--- config.mk ---
export PLATFORM = sky130hd
export DESIGN_NAME = elevator_ctrl
export DESIGN_NICKNAME = d
export VERILOG_FILES = /design/src/rtl/elevator_pkg.sv /design/src/rtl/elevator_req_pick.sv /design/src/rtl/elevator_ctrl.sv
export SDC_FILE = /design/constraint.sdc
export NUM_CORES = 1
export LEC_CHECK = 0
export CAP_MARGIN = 15
export CORE_ASPECT_RATIO = 1.4
export CORE_MARGIN = 2
export CORE_UTILIZATION = 28
export DETAILED_ROUTE_END_ITERATION = 12
export DONT_BUFFER_PORTS = 1
export PLACE_DENSITY = 0.51
export SETUP_SLACK_MARGIN = 0.2
export SYNTH_ARGS = -nofsm -noshare
export SYNTH_HDL_FRONTEND = slang
export SYNTH_SLANG_ARGS = --single-unit
--- constraint.sdc ---
create_clock -name clk -period 1.95 [get_ports clk]
set_input_delay 0.2925 -clock clk [delete_from_list [all_inputs] [get_ports clk]]
set_output_delay 0.2925 -clock clk [all_outputs]
set_load 0.01 [all_outputs]
--- src/rtl/elevator_pkg.sv ---
// Shared definitions for the elevator request scheduler: command encodings,
// FSM state type and the floor-index width helper.
package elevator_pkg;

  localparam logic [1:0] CMD_IDLE  = 2'b00;
  localparam logic [1:0] CMD_UP    = 2'b01;
  localparam logic [1:0] CMD_DOWN  = 2'b10;
  localparam logic [1:0] CMD_SERVE = 2'b11;

  // State encodings equal the command they drive, so the command output is the state register.
  typedef enum logic [1:0] {
    ST_IDLE      = CMD_IDLE,
    ST_MOVE_UP   = CMD_UP,
    ST_MOVE_DOWN = CMD_DOWN,
    ST_SERVE     = CMD_SERVE
  } elev_state_t;

  // Floor index width; a single-floor building still gets a 1-bit index.
  function automatic int floor_bits(input int n_floors);
    return (n_floors <= 1) ? 1 : $clog2(n_floors);
  endfunction

endpackage

--- src/rtl/elevator_req_pick.sv ---
// SCAN decision function: serve here, otherwise keep going in the current
// direction while requests remain ahead, otherwise reverse, otherwise idle.
// mask_here ignores the current floor's request (used as the floor is being cleared).
module elevator_req_pick
  import elevator_pkg::*;
#(
  parameter int N_FLOORS   = 4,
  parameter int FLOOR_BITS = floor_bits(N_FLOORS)
) (
  input  logic [N_FLOORS-1:0]   pending,
  input  logic [FLOOR_BITS-1:0] cur_floor,
  input  logic                  dir_up,
  input  logic                  mask_here,
  output elev_state_t           next_state,
  output logic                  next_dir_up
);

  logic here;
  logic above;
  logic below;

  // Reduce pending requests relative to the current floor.
  always_comb begin
    above = 1'b0;
    below = 1'b0;
    for (int i = 0; i < N_FLOORS; i++) begin
      if (FLOOR_BITS'(i) > cur_floor) above = above | pending[i];
      if (FLOOR_BITS'(i) < cur_floor) below = below | pending[i];
    end
    here = pending[cur_floor] & ~mask_here;
  end

  // Pick the next state; direction only flips when a reversal is taken.
  always_comb begin
    next_state  = ST_IDLE;
    next_dir_up = dir_up;
    if (here) begin
      next_state = ST_SERVE;
    end else if (dir_up) begin
      if (above) begin
        next_state = ST_MOVE_UP;
      end else if (below) begin
        next_state  = ST_MOVE_DOWN;
        next_dir_up = 1'b0;
      end
    end else begin
      if (below) begin
        next_state = ST_MOVE_DOWN;
      end else if (above) begin
        next_state  = ST_MOVE_UP;
        next_dir_up = 1'b1;
      end
    end
  end

endmodule

--- src/rtl/elevator_ctrl.sv ---
// Elevator request scheduler. Latches floor calls, runs SCAN and drives the
// body's 2-bit command. Optional move watchdog under ELEV_CTRL_WDOG_EN.
//
// state     | meaning
// ----------+-------------------------------------------------------------
// IDLE      | no command; waits for requests and closed doors
// MOVE_UP   | body moving up; re-decide when cur_floor changes
// MOVE_DOWN | body moving down; re-decide when cur_floor changes
// SERVE     | doors cycle at cur_floor; leave on serve_completing
module elevator_ctrl
  import elevator_pkg::*;
#(
  parameter int N_FLOORS    = 4,
  parameter int FLOOR_BITS  = floor_bits(N_FLOORS),
  parameter int WDOG_CYCLES = 16
) (
  input  logic                  clk,
  input  logic                  rst_n,
  input  logic [N_FLOORS-1:0]   req,
  input  logic [FLOOR_BITS-1:0] cur_floor,
  input  logic                  doors_open,
  input  logic                  serve_completing,
  input  logic                  served_pulse,
  output logic [1:0]            command,
  output logic [N_FLOORS-1:0]   pending,
  output logic                  dir_up,
  output logic                  busy,
  output logic                  fault
);

  elev_state_t           state_q, state_n;
  logic                  dir_up_q, dir_up_n;
  logic [N_FLOORS-1:0]   pending_q, pending_n;
  logic [FLOOR_BITS-1:0] start_floor_q, start_floor_n;
  logic [N_FLOORS-1:0]   floor_onehot;
  logic [N_FLOORS-1:0]   clr;
  logic                  arrived;
  logic                  in_move;
  elev_state_t           pick_state;
  logic                  pick_dir_up;

  // The current floor only masks itself when its service is completing.
  elevator_req_pick #(
    .N_FLOORS   (N_FLOORS),
    .FLOOR_BITS (FLOOR_BITS)
  ) u_pick (
    .pending     (pending_q),
    .cur_floor   (cur_floor),
    .dir_up      (dir_up_q),
    .mask_here   (state_q == ST_SERVE),
    .next_state  (pick_state),
    .next_dir_up (pick_dir_up)
  );

  // One-hot of the current floor, used to clear a served request.
  always_comb begin
    floor_onehot            = '0;
    floor_onehot[cur_floor] = 1'b1;
  end

  assign arrived = (cur_floor != start_floor_q);
  assign in_move = (state_q == ST_MOVE_UP) || (state_q == ST_MOVE_DOWN);

`ifdef ELEV_CTRL_WDOG_EN
  localparam int WDOG_BITS = $clog2(WDOG_CYCLES + 1);

  logic [WDOG_BITS-1:0] wdog_q, wdog_n;
  logic                 fault_q, fault_n;
`endif

  // Next-state, direction, floor-clear and watchdog decisions.
  always_comb begin
    state_n       = state_q;
    dir_up_n      = dir_up_q;
    start_floor_n = start_floor_q;
    clr           = '0;
`ifdef ELEV_CTRL_WDOG_EN
    wdog_n        = '0;
    fault_n       = fault_q;
`endif

    case (state_q)
      ST_IDLE: begin
        if (!doors_open) begin
          state_n  = pick_state;
          dir_up_n = pick_dir_up;
        end
      end
      ST_MOVE_UP, ST_MOVE_DOWN: begin
        if (arrived) begin
          state_n  = pick_state;
          dir_up_n = pick_dir_up;
        end
      end
      ST_SERVE: begin
        // Leaving on serve_completing lands the new command on the served_pulse edge.
        if (serve_completing) begin
          clr      = floor_onehot;
          state_n  = pick_state;
          dir_up_n = pick_dir_up;
        end else if (served_pulse) begin
          clr     = floor_onehot;
          state_n = ST_IDLE;
        end
      end
      default: state_n = ST_IDLE;
    endcase

`ifdef ELEV_CTRL_WDOG_EN
    // Count stalled move cycles; a stuck body trips a sticky fault.
    if (in_move && !arrived) begin
      if (wdog_q == WDOG_BITS'(WDOG_CYCLES - 1)) begin
        fault_n = 1'b1;
        state_n = ST_IDLE;
      end else begin
        wdog_n = wdog_q + 1'b1;
      end
    end
    if (fault_q) begin
      state_n  = ST_IDLE;
      dir_up_n = dir_up_q;
    end
`endif

    // Record the departure floor on entering a move and on each arrival.
    if (((state_n == ST_MOVE_UP) || (state_n == ST_MOVE_DOWN)) &&
        ((state_n != state_q) || arrived)) begin
      start_floor_n = cur_floor;
    end

    pending_n = (pending_q | req) & ~clr;
  end

  // Controller state registers.
  always_ff @(posedge clk or negedge rst_n) begin
    if (!rst_n) begin
      state_q       <= ST_IDLE;
      dir_up_q      <= 1'b1;
      pending_q     <= '0;
      start_floor_q <= '0;
    end else begin
      state_q       <= state_n;
      dir_up_q      <= dir_up_n;
      pending_q     <= pending_n;
      start_floor_q <= start_floor_n;
    end
  end

`ifdef ELEV_CTRL_WDOG_EN
  // Watchdog counter and sticky fault flag.
  always_ff @(posedge clk or negedge rst_n) begin
    if (!rst_n) begin
      wdog_q  <= '0;
      fault_q <= 1'b0;
    end else begin
      wdog_q  <= wdog_n;
      fault_q <= fault_n;
    end
  end

  assign fault = fault_q;
`else
  logic unused_wdog_cfg;
  logic unused_in_move;
  assign unused_wdog_cfg = (WDOG_CYCLES == 0);
  assign unused_in_move  = in_move;
  assign fault           = 1'b0;
`endif

  assign command = state_q;
  assign pending = pending_q;
  assign dir_up  = dir_up_q;
  assign busy    = (state_q != ST_IDLE);

endmodule

==> flow_metrics.py, run 1 <==
metrics = {
    "sta": {
        "setup-tns-final_ps": -226,
        "period_share_pct": 106,
        "fin_crit_ps": 2060,
        "layout_setup_ws_ps": -115,
        "finalHoldViolations": 0,
        "timing.hold.ws_ps": 120,
        "final.setup_skew_ps": 0.858,
        "report.final.slew_viol_count": 0,
        "setup_viol": 2,
        "timing.fmax_mhz": 484,
        "rsz0062_at_grt": "yes",
    },
    "place": {
        "place_inst": 121,
        "hpwl_microns": 1290,
        "io_buffers": 0,
        "place.gp.congestion": 0.747,
    },
    "layout": {
        "fillers": 244,
        "diodes": 0,
        "syn2layout_area_growth_pct": 31.7,
        "drive_gt1_share_pct": 43.5,
        "utilization_pct": 38.9,
        "stdcell_count": 126,
        "nNetsFinal": 107,
    },
    "worst_setup_path": {
        "r2r_cells": 7,
        "crit_buf_inv": 0,
        "required_ps": 2090,
        "crit_chain": "ha_4, nor3b_1, a311o_1, nand3_1, a21bo_2, a32oi_2, mux2_1",
        "endpoint_kind": "flip-flop",
        "crit_family": "compound AO/OA/AOI/OAI gates",
        "cp_slowest_stage_delay_ps": 450,
        "worst-path-max-fanout": 4,
        "cp_num_cells": 7,
        "r2r_slack_ps": -110,
        "crit_start": "command[0]",
        "cp-start-kind": "flip-flop",
        "worstReg2RegEnd": "start_floor_q[1]",
        "cpMaxStageDelayCell": "dfrtp_2",
        "r2r_start": "command[0]",
        "arrival_ps": 2210,
        "crit_type": "reg2reg",
    },
    "cts": {
        "numClockSinks": 9,
        "clockBufferDepth": 2,
        "clock-root-buffer": "clkbuf_4",
        "postCtsSetupRepairBufs": 0,
        "clock_latency_ps": 260,
        "cts_max_level": 1,
        "cts_tree": "built",
        "numCtsBuffers": 3,
        "clk_pin_slew_worst_paths_ps": 60,
    },
    "worst_hold_path": {
        "hold_start": "cur_floor[0]",
        "hold_depth": 1,
        "min_to": "pending[1]",
        "hold_path_class": "in2reg",
    },
    "die": {
        "die_w_microns": 46.7,
        "die_h_microns": 63.8,
        "num_rows": 21,
        "die_area_sq_um": 2980,
        "initial_core_util_pct": 29.6,
        "coreArea_sq_um": 2420,
        "io_pins": 20,
    },
    "global_route": {
        "grt-ovfl-total": 0,
        "grt_max_degree": 11,
        "first_global_vias": 657,
        "antenna_found_initial": 0,
        "track_usage_pct": 12.9,
        "grt_pass1_wl_microns": 2820,
    },
    "synth": {
        "synthTopCellsByCount": "8 x dfrtp_1, 7 x inv_1, 6 x nor2_1",
        "synth.most_common_cell": "dfrtp_1",
        "ys_seq_elements": 9,
        "synth_cell_type_count": 42,
        "ys_warn_count": 0,
        "synth_top_area_share_pct": 28.0,
        "async_flop_share_pct": 100,
        "synth_largest_area_cell": "dfrtp_1",
        "netlist_instances": 74,
        "avgSynthCellArea_sq_um": 9.65,
        "yosys-top-cells-area": "dfrtp_1 28%, ha_1 5.3%, dfstp_2 3.7%, inv_1 3.7%, mux2_1 3.2%",
        "ys_seq_area_share_pct": 31.7,
        "synth_edf_count": 0,
        "syn_nets": 88,
        "ys.flop_type": "dfrtp_1",
        "syn_area_sq_um": 714,
    },
    "job": {
        "maxCapViolCount": 0,
    },
    "pwr": {
        "p_leak_nw": 0.378,
        "peakVddDrop_mv": 0.893,
        "powerDensity_nw_per_um2": 1670,
    },
    "run_status": {
        "status": "finished with violations",
        "violations": "setup timing",
    },
    "routing": {
        "viasPerCell": 4.93,
        "routed_wl_microns": 1650,
        "dr.pass1.iters": 6,
        "drt-initial-drc-count": 12,
        "vias": 621,
        "wire_per_inst_microns": 13.1,
        "ant_nets": 0,
        "drc": 0,
    },
}
-- placed cells by master (no fill, tap or decap), drive strengths merged, types with 3 or more instances in the layout --
master	netlist	final
o21ai	3	3
clkbuf	0	3
ha	3	3
dfrtp	8	8
nor2	6	6
a21oi	4	4
buf	3	16
inv	7	7
nand2	3	3
-- where the power goes --
part           internal (mW)  switching [mW]
sequential             0.270          0.0786
clock                 0.0757          0.0665
combinational          0.596           0.485
total                  0.942           0.630
-- per-layer routing --
layer / part of all wire, % / global-route usage, %
met4: 1.2 / 7.29
met2: 53 / 21.0
met5: 0 / 0
met1: 38 / 15.3
met3: 7.1 / 2.26
-- flip-flops by register name, summed over array words and instances (netlist names) --
signal and cells:
pending 4, command 2, dir_up 1, start_floor_q 2
-- cells by family after synthesis --
group | after synthesis | synth area share (%)
buf+inv | 10 | 7.36
other cells | 1 | 0.525
fa+ha+maj | 3 | 5.25
xor+xnor | 2 | 2.45
flops | 9 | 31.7
mux | 3 | 6.30
simple gates | 18 | 13.3
compound gates | 28 | 33.1
-- how the worst max path moves through the flow --
stage | end | slack, ps
4_1_cts | start_floor_q[1] | -130
3_3_place_gp | start_floor_q[1] | -110
6_report | start_floor_q[1] | -110
5_1_grt | start_floor_q[0] | -200
2_1_floorplan | start_floor_q[0] | -50
3_5_place_dp | start_floor_q[1] | -120
-- final cells by class --
| cell class | count | area [sq um] | area share [%] |
|---|---|---|---|
| Clock inverter | 1 | 5.00 | 0.532 |
| Multi-Input combinational cell | 55 | 479 | 50.9 |
| Sequential cell | 9 | 230 | 24.5 |
| Tap cell | 34 | 42.5 | 4.52 |
| Inverter | 7 | 31.3 | 3.32 |
| Timing Repair Buffer | 17 | 130 | 13.8 |
| Clock buffer | 3 | 22.5 | 2.39 |
-- through the flow --
step / total power [mW] / cell area [sq um] / worst slack [ps]
2_1_floorplan: 1.04 / 746 / -50.1
3_3_place_gp: 1.36 / 882 / -106
3_5_place_dp: 1.37 / 882 / -120
4_1_cts: 1.58 / 938 / -131
5_1_grt: 1.72 / 941 / -195
6_report: 1.57 / 941 / -115
-- repair_timing --
item / in CTS / in global routing
gates resized for setup: 3 / 3
endpoints found under the hold margin: 9 / 0
setup endpoints to repair: 2 / 3
hold buffers: 1 / 0
pin swaps: 0 / 3
Note: power is estimated with default switching activity, not from simulation.
==> run 2: changes to the inputs <==
GPL_TIMING_DRIVEN = 1   (was default)
REMOVE_ABC_BUFFERS = 1   (was default)
SYNTH_HIERARCHICAL = 1   (was default)
==> run 2 against run 1 <==
  * The flow still finishes with violations (setup timing)
  * Synthesized cell count is 14% higher
  * Die area increased by 4.7%
  * Sequential power decreased by 6.6%
  * Synthesized area grew 5.1%
  * Critical path depth up 2
  * Combinational power is 47% higher
  * Sequential share of layout area shrank 4.4 points
  * Via count rose by 22%
  * Cell count increased by 18%
  * Fmax fell by 12%
  * Sequential cell count unchanged
  * Core utilization is 4.6 points higher
  * Largest cell class unchanged
  * Largest power group unchanged
==> flow_metrics.py, run 2 <==
metrics = {
    "sta": {
        "final.setup_skew_ps": 4.16,
        "period_share_pct": 121,
        "layout_setup_ws_ps": -409,
        "setup_viol": 2,
        "fin_crit_ps": 2360,
        "finalHoldViolations": 0,
        "rsz0062_at_grt": "yes",
        "timing.fmax_mhz": 424,
        "report.final.slew_viol_count": 0,
    },
    "layout": {
        "mostFrequentLayoutCells": "21 x buf_4, 9 x nor2_1, 8 x dfrtp_1",
        "fillers": 275,
        "seq_area_sq_um": 226,
        "multi_input_area_sq_um": 587,
        "layout_commonest_cell": "buf_4",
        "final_cell_area_sq_um": 1130,
        "drive_gt1_share_pct": 50.4,
        "diodes": 0,
        "largest_register_ffs": 4,
        "nNetsFinal": 128,
        "syn2layout_area_growth_pct": 50.2,
    },
    "place": {
        "placed_area_sq_um": 916,
        "io_buffers": 0,
        "hpwl_microns": 1410,
        "dpl_worst_slack_ps": -568,
        "place.gp.congestion": 0.752,
    },
    "routing": {
        "routed_wl_microns": 2060,
        "dr.max_layer_used": "met4",
        "viasPerCell": 5.10,
        "wl_met2_microns": 1090,
        "drt-initial-drc-count": 19,
        "drc": 0,
        "ant_nets": 0,
        "wl_met3_microns": 65,
        "dr.pass1.iters": 4,
        "vias": 760,
        "wire_per_inst_microns": 13.8,
        "met1_length_microns": 842,
    },
    "worst_setup_path": {
        "crit_type": "reg2reg",
        "required_ps": 2100,
        "worst-path-max-fanout": 4,
        "arrival_ps": 2510,
        "crit_start": "pending[2]",
        "cp-start-kind": "flip-flop",
        "r2r_start": "pending[2]",
        "endpoint_kind": "flip-flop",
    },
    "synth": {
        "synth_top_area_share_pct": 26.7,
        "yosys-top-cells-area": "dfrtp_1 27%, mux2_1 6.0%, ha_1 5.0%, nor2_1 4.5%, dfstp_2 3.5%",
        "avgSynthCellArea_sq_um": 8.94,
        "ys_seq_area_share_pct": 30.2,
        "ys_warn_count": 6,
        "synthTopCellsByCount": "9 x nor2_1, 8 x dfrtp_1, 7 x inv_1",
        "synth_largest_area_cell": "dfrtp_1",
        "ys_seq_elements": 9,
        "synth_edf_count": 0,
        "async_flop_share_pct": 100,
        "synth_cell_type_count": 37,
        "ys.flop_type": "dfrtp_1",
        "synth.most_common_cell": "nor2_1",
        "netlist_instances": 84,
        "syn_area_sq_um": 751,
    },
    "job": {
        "maxCapViolCount": 0,
    },
    "die": {
        "num_rows": 22,
        "initial_core_util_pct": 29.0,
        "coreArea_sq_um": 2590,
        "die_area_sq_um": 3120,
        "die_h_microns": 65.3,
        "io_pins": 20,
        "die_w_microns": 47.8,
    },
    "pwr": {
        "peakVddDrop_mv": 0.908,
        "p_leak_nw": 0.471,
        "pwr-share-comb_pct": 76.8,
        "powerDensity_nw_per_um2": 1840,
        "swShare_pct": 41.8,
        "power_frac_seq_pct": 15.8,
        "p_int_mw": 1.21,
        "clockPowerShare_pct": 7.4,
        "switchingPower_uw": 866,
    },
    "run_status": {
        "violations": "setup timing",
        "status": "finished with violations",
    },
    "global_route": {
        "antenna_found_initial": 0,
        "first_global_vias": 765,
        "track_usage_pct": 14.9,
        "grt_max_degree": 12,
        "grt_pass1_wl_microns": 3390,
        "grt-ovfl-total": 0,
    },
    "cts": {
        "cts_max_level": 1,
        "clockBufferDepth": 2,
        "numCtsBuffers": 3,
        "clock-root-buffer": "clkbuf_4",
        "clock_latency_ps": 270,
        "clk_pin_slew_worst_paths_ps": 60,
        "cts_tree": "built",
        "numClockSinks": 9,
    },
    "worst_hold_path": {
        "hold_path_class": "in2reg",
        "hold_start": "cur_floor[0]",
    },
}
run 2: path summary, 6_finish.rpt:
kind | to | slack, ps | cells past startpoint
worst max-delay path | start_floor_q[0] | -410 | 9
worst max register to register | start_floor_q[0] | -410 | 9
worst min-delay path | pending[3] | 100 | 1
worst min register to register | start_floor_q[0] | 540 | 1
max in group asynchronous | dir_up | 1210 | 1
min in group asynchronous | command[1] | 400 | 1
run 2: kinds of logic (layout without fill, tap and decap cells):
family                   count (synthesis)  after routing  synth area share, %
AO/OA/AOI/OAI                           27             27                 29.8
buffers and inverters                    8             37                 4.50
AND/OR/NAND/NOR                         27             27                 17.5
multiplexers                             7              7                 10.2
XOR/XNOR                                 2              2                 2.33
other                                    1              1                0.500
flip-flops                               9              9                 30.2
adder cells (fa/ha/maj)                  3              3                 5.00
run 2: worst max-delay path: stages (launching register included):
cell and delay (ps):
dfrtp_1 430, mux2_4 280, a22oi_2 210, o21ai_2 100
buf_4 140, buf_6 110, a211oi_1 320, a211oi_2 90
mux2i_2 240, mux2_4 330
run 2: metrics by stage:
| step | power (mW) | hold WS, ps | setup TNS (ps) | std cells | util, % |
|---|---|---|---|---|---|
| 2_1_floorplan | 1.08 | -3.09 | -1090 | 83 | - |
| 3_3_place_gp | 1.43 | -2.83 | -1130 | 136 | 35.4 |
| 3_5_place_dp | 1.44 | -2.86 | -1130 | 136 | 35.4 |
| 4_1_cts | 1.84 | 93.9 | -618 | 148 | 41.4 |
| 5_1_grt | 2.22 | 109 | -1100 | 149 | 43.6 |
| 6_report | 2.07 | 103 | -812 | 149 | 43.6 |
run 2: timing repair:
| action | CTS | global route |
|---|---|---|
| pin swaps | 8 | 7 |
| endpoints found under the hold margin | 9 | 0 |
| setup buffers | 7 | 1 |
| resized for setup | 20 | 12 |
| hold buffers | 1 | 0 |
| endpoints found under the setup margin | 5 | 5 |
run 2: power groups by stage:
stage / clock network, mW / logic [mW] / registers, mW
after floorplan: 0 / 0.715 / 0.362
after global placement: 0 / 1.11 / 0.322
after detailed placement: 0 / 1.11 / 0.325
after CTS: 0.159 / 1.35 / 0.323
after global routing: 0.162 / 1.72 / 0.337
final: 0.154 / 1.59 / 0.326
run 2: final cells by class:
type                    count  area share [%]
flip-flops and latches      9            20.1
multi-input cells          67            52.1
clock buffers               4            2.33
repair buffers             26            18.9
inverters                   7            2.66
well taps                  36            4.00
run 2: metal layers:
layer  vias up  track usage (%)
met5         -                0
met4         0             8.11
met3         6             2.20
met2        16             23.5
met1       375             18.4
li1        363                -
==> run 3: changes to the inputs <==
TNS_END_PERCENT = 1   (was default)
==> run 3 against run 2 <==
  * The run still ends with setup timing left
  * Clock power is essentially flat
  * Sequential cell count unchanged
  * Routed wire length is 2.2% lower
  * Worst hold slack worse by 2.2 ps
  * Sequential power is essentially flat
  * Combinational power decreased by 7%
  * Sequential share of layout area up 0.72 points
  * Cell area is 3.4% lower
  * Clock-buffer cell count is the same
  * Die area unchanged
  * Core utilization shrank 1.5 points
  * Critical path type unchanged
==> flow_metrics.py, run 3 (same netlist as run 2, synthesis figures left out) <==
metrics = {
    "run_status": {
        "status": "finished with violations",
        "violations": "setup timing",
    },
    "job": {
        "maxCapViolCount": 0,
    },
    "pwr": {
        "powerDensity_nw_per_um2": 1800,
        "p_leak_nw": 0.464,
        "peakVddDrop_mv": 0.896,
        "power_mw": 1.96,
    },
    "global_route": {
        "grt_max_degree": 12,
        "grt-ovfl-total": 0,
        "antenna_found_initial": 0,
        "grt_pass1_wl_microns": 3320,
        "track_usage_pct": 14.6,
        "first_global_vias": 762,
    },
    "sta": {
        "setup_viol": 2,
        "timing.fmax_mhz": 431,
        "finalHoldViolations": 0,
        "report.final.slew_viol_count": 0,
        "setup-tns-final_ps": -732,
        "period_share_pct": 119,
        "final.setup_skew_ps": 4.45,
        "rsz0062_at_grt": "yes",
        "timing.hold.ws_ps": 101,
        "fin_crit_ps": 2320,
        "layout_setup_ws_ps": -369,
    },
    "layout": {
        "nNetsFinal": 127,
        "utilization_pct": 42.1,
        "syn2layout_area_growth_pct": 45.0,
        "diodes": 0,
        "mostFrequentLayoutCells": "22 x buf_4, 9 x nor2_1, 8 x dfrtp_1",
        "layout_commonest_cell": "buf_4",
        "drive_gt1_share_pct": 46.4,
        "fillers": 274,
        "largest_register_ffs": 4,
    },
    "die": {
        "num_rows": 22,
        "die_w_microns": 47.8,
        "initial_core_util_pct": 29.0,
        "io_pins": 20,
        "coreArea_sq_um": 2590,
        "die_area_sq_um": 3120,
        "die_h_microns": 65.3,
    },
    "cts": {
        "numCtsBuffers": 3,
        "numClockSinks": 9,
        "cts_max_level": 1,
        "clock-root-buffer": "clkbuf_4",
        "cts_tree": "built",
        "clock_latency_ps": 270,
        "clockBufferDepth": 2,
        "clk_pin_slew_worst_paths_ps": 70,
    },
    "routing": {
        "ant_nets": 0,
        "routed_wl_microns": 2010,
        "viasPerCell": 5.11,
        "drt-initial-drc-count": 8,
        "dr.pass1.iters": 4,
        "drc": 0,
        "wire_per_inst_microns": 13.6,
        "vias": 757,
    },
    "place": {
        "hpwl_microns": 1410,
        "place.gp.congestion": 0.752,
        "io_buffers": 0,
        "dpl_worst_slack_ps": -568,
    },
    "worst_setup_path": {
        "crit_type": "reg2reg",
        "arrival_ps": 2470,
        "cp-start-kind": "flip-flop",
        "endpoint_kind": "flip-flop",
        "required_ps": 2110,
        "worst-path-max-fanout": 3,
    },
    "worst_hold_path": {
        "hold_path_class": "in2reg",
    },
}
-- run 3: final cells by class --
cell class,count,area [sq um],share of cell area (%)
repair buffers,25,198,18.2
multi-input cells,67,567,52.1
clock buffers,4,26.3,2.41
inverters,7,26.3,2.41
well taps,36,45.0,4.14
flip-flops and latches,9,226,20.8
-- run 3: critical path, stage by stage (launching register included) --
cell	delay, ps
dfrtp_1	390
ha_2	200
nor2b_1	140
a22oi_2	120
buf_4	150
o21ai_4	70
nor2_1	70
a211o_1	300
o311ai_4	110
mux2i_2	340
mux2_4	330
-- run 3: path summary, 6_finish.rpt --
check	startpoint	end	slack [ps]	cells after the start
hold / removal	cur_floor[0]	pending[3]	100	1
max in group asynchronous	rst_n	dir_up	1210	1
hold reg to reg	start_floor_q[0]	start_floor_q[0]	540	1
setup / recovery	command[0]	start_floor_q[0]	-370	10
setup reg to reg	command[0]	start_floor_q[0]	-370	10
min in group asynchronous	rst_n	command[1]	400	1
-- run 3: report_power, final --
group,leakage [nW],switching (mW),internal (mW)
sequential,0.0944,0.0539,0.271
clock,0.0150,0.0758,0.0793
combinational,0.355,0.693,0.788
-- run 3: routing by layer --
metal  part of all wire, %  vias up  GRT usage [%]
met2                    53       12           23.3
met1                    41      377           17.9
met4                   3.0        0           8.11
met5                     0        -              0
li1                      -      362              -
met3                   3.0        6           1.92
-- run 3: repair_timing --
action,4_1_cts,5_1_grt
hold buffers,1,0
setup buffers,7,0
pin swaps,7,10
hold endpoints to repair,9,0
setup endpoints to repair,5,5
gates resized for setup,16,8
-- run 3: metrics by stage --
stage	cells	instance area, sq um
global route	148	1090
floorplan	83	743
finish	148	1090
global placement	136	916
CTS	148	1050
detailed placement	136	916
==> RTL change 1 (config.mk and constraints of run 3) <==
Build with the macro `ELEV_CTRL_WDOG_EN` defined.
--- a/src/rtl/elevator_ctrl.sv
+++ b/src/rtl/elevator_ctrl.sv
@@ -8,4 +8,6 @@
 // MOVE_DOWN | body moving down; re-decide when cur_floor changes
 // SERVE     | doors cycle at cur_floor; leave on serve_completing
+`define ELEV_CTRL_WDOG_EN
+
 module elevator_ctrl
   import elevator_pkg::*;
Formal check against the unedited RTL: no difference found for any inputs over 10 cycles, from zero or initial values and one cycle with rst_n low; that may be too few to reach the edited logic, so the function may still have changed.
==> RTL change 1 against run 3 <==
The run still ends with negative setup slack left. Non-clock buffer count grew 8. Sequential share of layout area rose by 6.3 points. Sequential cell count up 6. Die area up 24%. Critical path depth unchanged. Area after synthesis increased by 26%. Hold slack better by 0.016 ns. Design area increased by 27%. Synthesized cell count increased by 18%. Routed wire length is 21% higher. Total power is 14% higher. Worst setup slack got worse by 0.14 ns. Count of clock-buffer cells in the layout is 1 lower. Critical path type unchanged. Largest power group unchanged.
==> RTL change 1: results (changes against run 3) <==
metric;value;unit;change
status;finished with violations;;unchanged
failed_checks;negative setup slack;;unchanged
hold_start;cur_floor[1];;was cur_floor[0]
yosysWarnings;6;;unchanged
num-nets-final;152;;was 127
synth_common_cells;14 x dfrtp_1, 11 x nor2_1, 10 x nand2_1;;was 9 x nor2_1, 8 x dfrtp_1, 7 x inv_1
fill_cells;312;;was 274
power_density;1600;nW/um^2;was 1800 nW/um^2
clock_power_share;0.116;;was 0.079
numCtsBuffers;3;;unchanged
r2r-end;start_floor_q[1];;was start_floor_q[0]
grt_pass1_vias;951;;was 762
synth_cell_types;35;;was 37
post_cts_buffers;5;;was 7
synth_compound_area_frac;0.204;;was 0.298
place_inst;165;;was 136
startpoint;pending[0];;was command[0]
gp_congestion;0.846;;was 0.752
synthMuxAreaShare;0.0928;;was 0.102
post_dp_cell_area;1190;sq um;was 916 sq um
wl_per_cell;13.9;microns;was 13.6 microns
setup_ws;-0.507;ns;was -0.369 ns
critPathCapture;start_floor_q[1];;was start_floor_q[0]
clock_latency;0.25;ns;was 0.27 ns
cp.arrival;2.60;ns;was 2.47 ns
clock_skew;0.00174;ns;was 0.00445 ns
drive_gt1_frac;0.412;;was 0.464
p_leak;0.659;nW;was 0.464 nW
reg2regPathDepth;10;;unchanged
cts-resized-gates;21;;was 16
slowest_delay;0.41;ns;was 0.39 ns
crit_family;compound AO/OA/AOI/OAI gates;;was multiplexers
grt_first_pass_wirelength;4180;microns;was 3320 microns
synth_area_leaders;dfrtp_1 37%, ha_1 5.3%, mux2_1 4.8%;;was dfrtp_1 27%, mux2_1 6.0%, ha_1 5.0%
max-vdd-ir-drop;0.819;mV;was 0.896 mV
pre_cts_ws;-0.770;ns;was -0.568 ns
powerClk;0.258;mW;was 0.155 mW
vias;877;;was 757
largest_reg_flops;5;;was 4
synth-xor-area-share;0.0371;;was 0.0233
netlist_instances;99;;was 84
setup_viol;3;;was 2
grt_start_max_net_pins;16;;was 12
synth_flop_cell;dfrtp_1;;unchanged
clk_root_buffer_cell;clkbuf_8;;was clkbuf_4
p_sw;0.847;mW;was 0.822 mW
grt_usage;0.149;;was 0.146
vias_per_cell;5.01;;was 5.11
synthAdderAreaFrac;0.0531;;was 0.0500
drt-pass1-iter-count;3;;was 4
tns;-1.06;ns;was -0.732 ns
hpwl;1830;microns;was 1410 microns
## RTL change 1: how the worst min path moves through the flow
stage / to / depth (start not counted) / slack, ns
2_1_floorplan: command[0] / 0 / -0.003
3_3_place_gp: fault / 0 / -0.003
3_5_place_dp: fault / 0 / -0.003
4_1_cts: pending[2] / 1 / 0.11
5_1_grt: pending[1] / 1 / 0.12
6_report: pending[2] / 1 / 0.12
## RTL change 1: layout make-up
| cell class | instances | share of cell area |
|---|---|---|
| flip-flops and latches | 15 | 0.271 |
| clock inverters | 1 | 0.00361 |
| multi-input cells | 78 | 0.454 |
| inverters | 6 | 0.0180 |
| clock buffers | 3 | 0.0298 |
| repair buffers | 33 | 0.188 |
| well taps | 39 | 0.0352 |
## RTL change 1: metal layers
metal	vias to the layer above	wire length (microns)	track usage
li1	432	-	-
met1	426	925	0.165
met2	13	1350	0.261
met3	6	82	0.0246
met4	0	66	0.0855
met5	-	0	0
==> RTL change 2 (config.mk and constraints of run 3) <==
Made on the original files. `pending_q` no longer has a reset.
--- a/src/rtl/elevator_ctrl.sv
+++ b/src/rtl/elevator_ctrl.sv
@@ -137,12 +137,14 @@
       state_q       <= ST_IDLE;
       dir_up_q      <= 1'b1;
-      pending_q     <= '0;
       start_floor_q <= '0;
     end else begin
       state_q       <= state_n;
       dir_up_q      <= dir_up_n;
-      pending_q     <= pending_n;
       start_floor_q <= start_floor_n;
     end
+  end
+
+  always_ff @(posedge clk) begin
+    pending_q <= pending_n;
   end
 
Formal check against the unedited RTL: not equivalent (a bounded check fails within 4 cycles, from zero or initial values and one cycle with rst_n low).
==> RTL change 2 against run 3 <==
The flow still finishes with violations (negative setup slack). Via count down 4.2%. Clock power down 5%. First-iteration DRC count stayed put. Area after synthesis decreased by 2.7%. Global-route usage shrank 1.2 points. Design area increased by 2.0%. Critical path depth up 1. Maximum frequency is 1.3% higher. Total power rose by 4.3%. Worst setup slack better by 0.030 ns. Routed wire length down 4.7%. Clock skew shrank 0.0037 ns. Sequential cell count unchanged. Largest cell class unchanged.
==> RTL change 2: results (changes against run 3) <==
metric;value;unit;change
slowest_stage;dfxtp_2;;was dfrtp_1
swShare;0.414;;was 0.420
p_leak;0.468;nW;was 0.464 nW
p_sw;0.847;mW;was 0.822 mW
buffers;27;;was 25
seq-cell-share;0.188;;was 0.208
holdWs;0.110;ns;was 0.101 ns
crit_family;compound AO/OA/AOI/OAI gates;;was multiplexers
tns;-0.677;ns;was -0.732 ns
reg2regPathDepth;11;;was 10
clock_skew;0.000721;ns;was 0.00445 ns
setup_viol;2;;unchanged
worstHoldEndpoint;pending[1];;was pending[3]
synth_flop_cell;dfxtp_1;;was dfrtp_1
max-vdd-ir-drop;1.07;mV;was 0.896 mV
synth_common_cells;9 x nor2_1, 7 x inv_1, 6 x nand2_1;;was 9 x nor2_1, 8 x dfrtp_1, 7 x inv_1
place_inst;139;;was 136
die_area;3040;sq um;was 3120 sq um
setup_ws;-0.339;ns;was -0.369 ns
synth-xor-area-share;0.0240;;was 0.0233
pre_cts_ws;-0.425;ns;was -0.568 ns
ys_async_sr_fraction;0.556;;was 1.00
status;finished with violations;;unchanged
failed_checks;negative setup slack;;unchanged
synth_area_leaders;dfrtp_1 14%, dfxtp_1 11%, mux2_1 6.2%;;was dfrtp_1 27%, mux2_1 6.0%, ha_1 5.0%
grt_usage;0.134;;was 0.146
-- RTL change 2: cell types whose count changed in the layout (fill, tap and decap cells not counted), moves of 2 or more --
cell | before | now
a211oi_1 | 2 | 0
a211oi_2 | 1 | 3
buf_6 | 2 | 4
dfrtp_1 | 8 | 4
dfxtp_1 | 0 | 2
dfxtp_2 | 0 | 2
ha_4 | 0 | 2
inv_1 | 7 | 5
mux2_1 | 0 | 2
-- RTL change 2: per-layer routing --
layer | share of wire | global-route usage | vias to the layer above
met5 | 0 | 0 | -
met4 | 0.0063 | 0.0417 | 0
met3 | 0.054 | 0.0501 | 2
met2 | 0.55 | 0.231 | 22
met1 | 0.39 | 0.145 | 331
li1 | - | - | 370
-- RTL change 2: repair_timing --
action	CTS	global route
buffers inserted	1	3
hold buffers	1	0
pin swaps	6	12
endpoints found under the hold margin	5	0
endpoints found under the setup margin	5	5
resized for setup	10	22
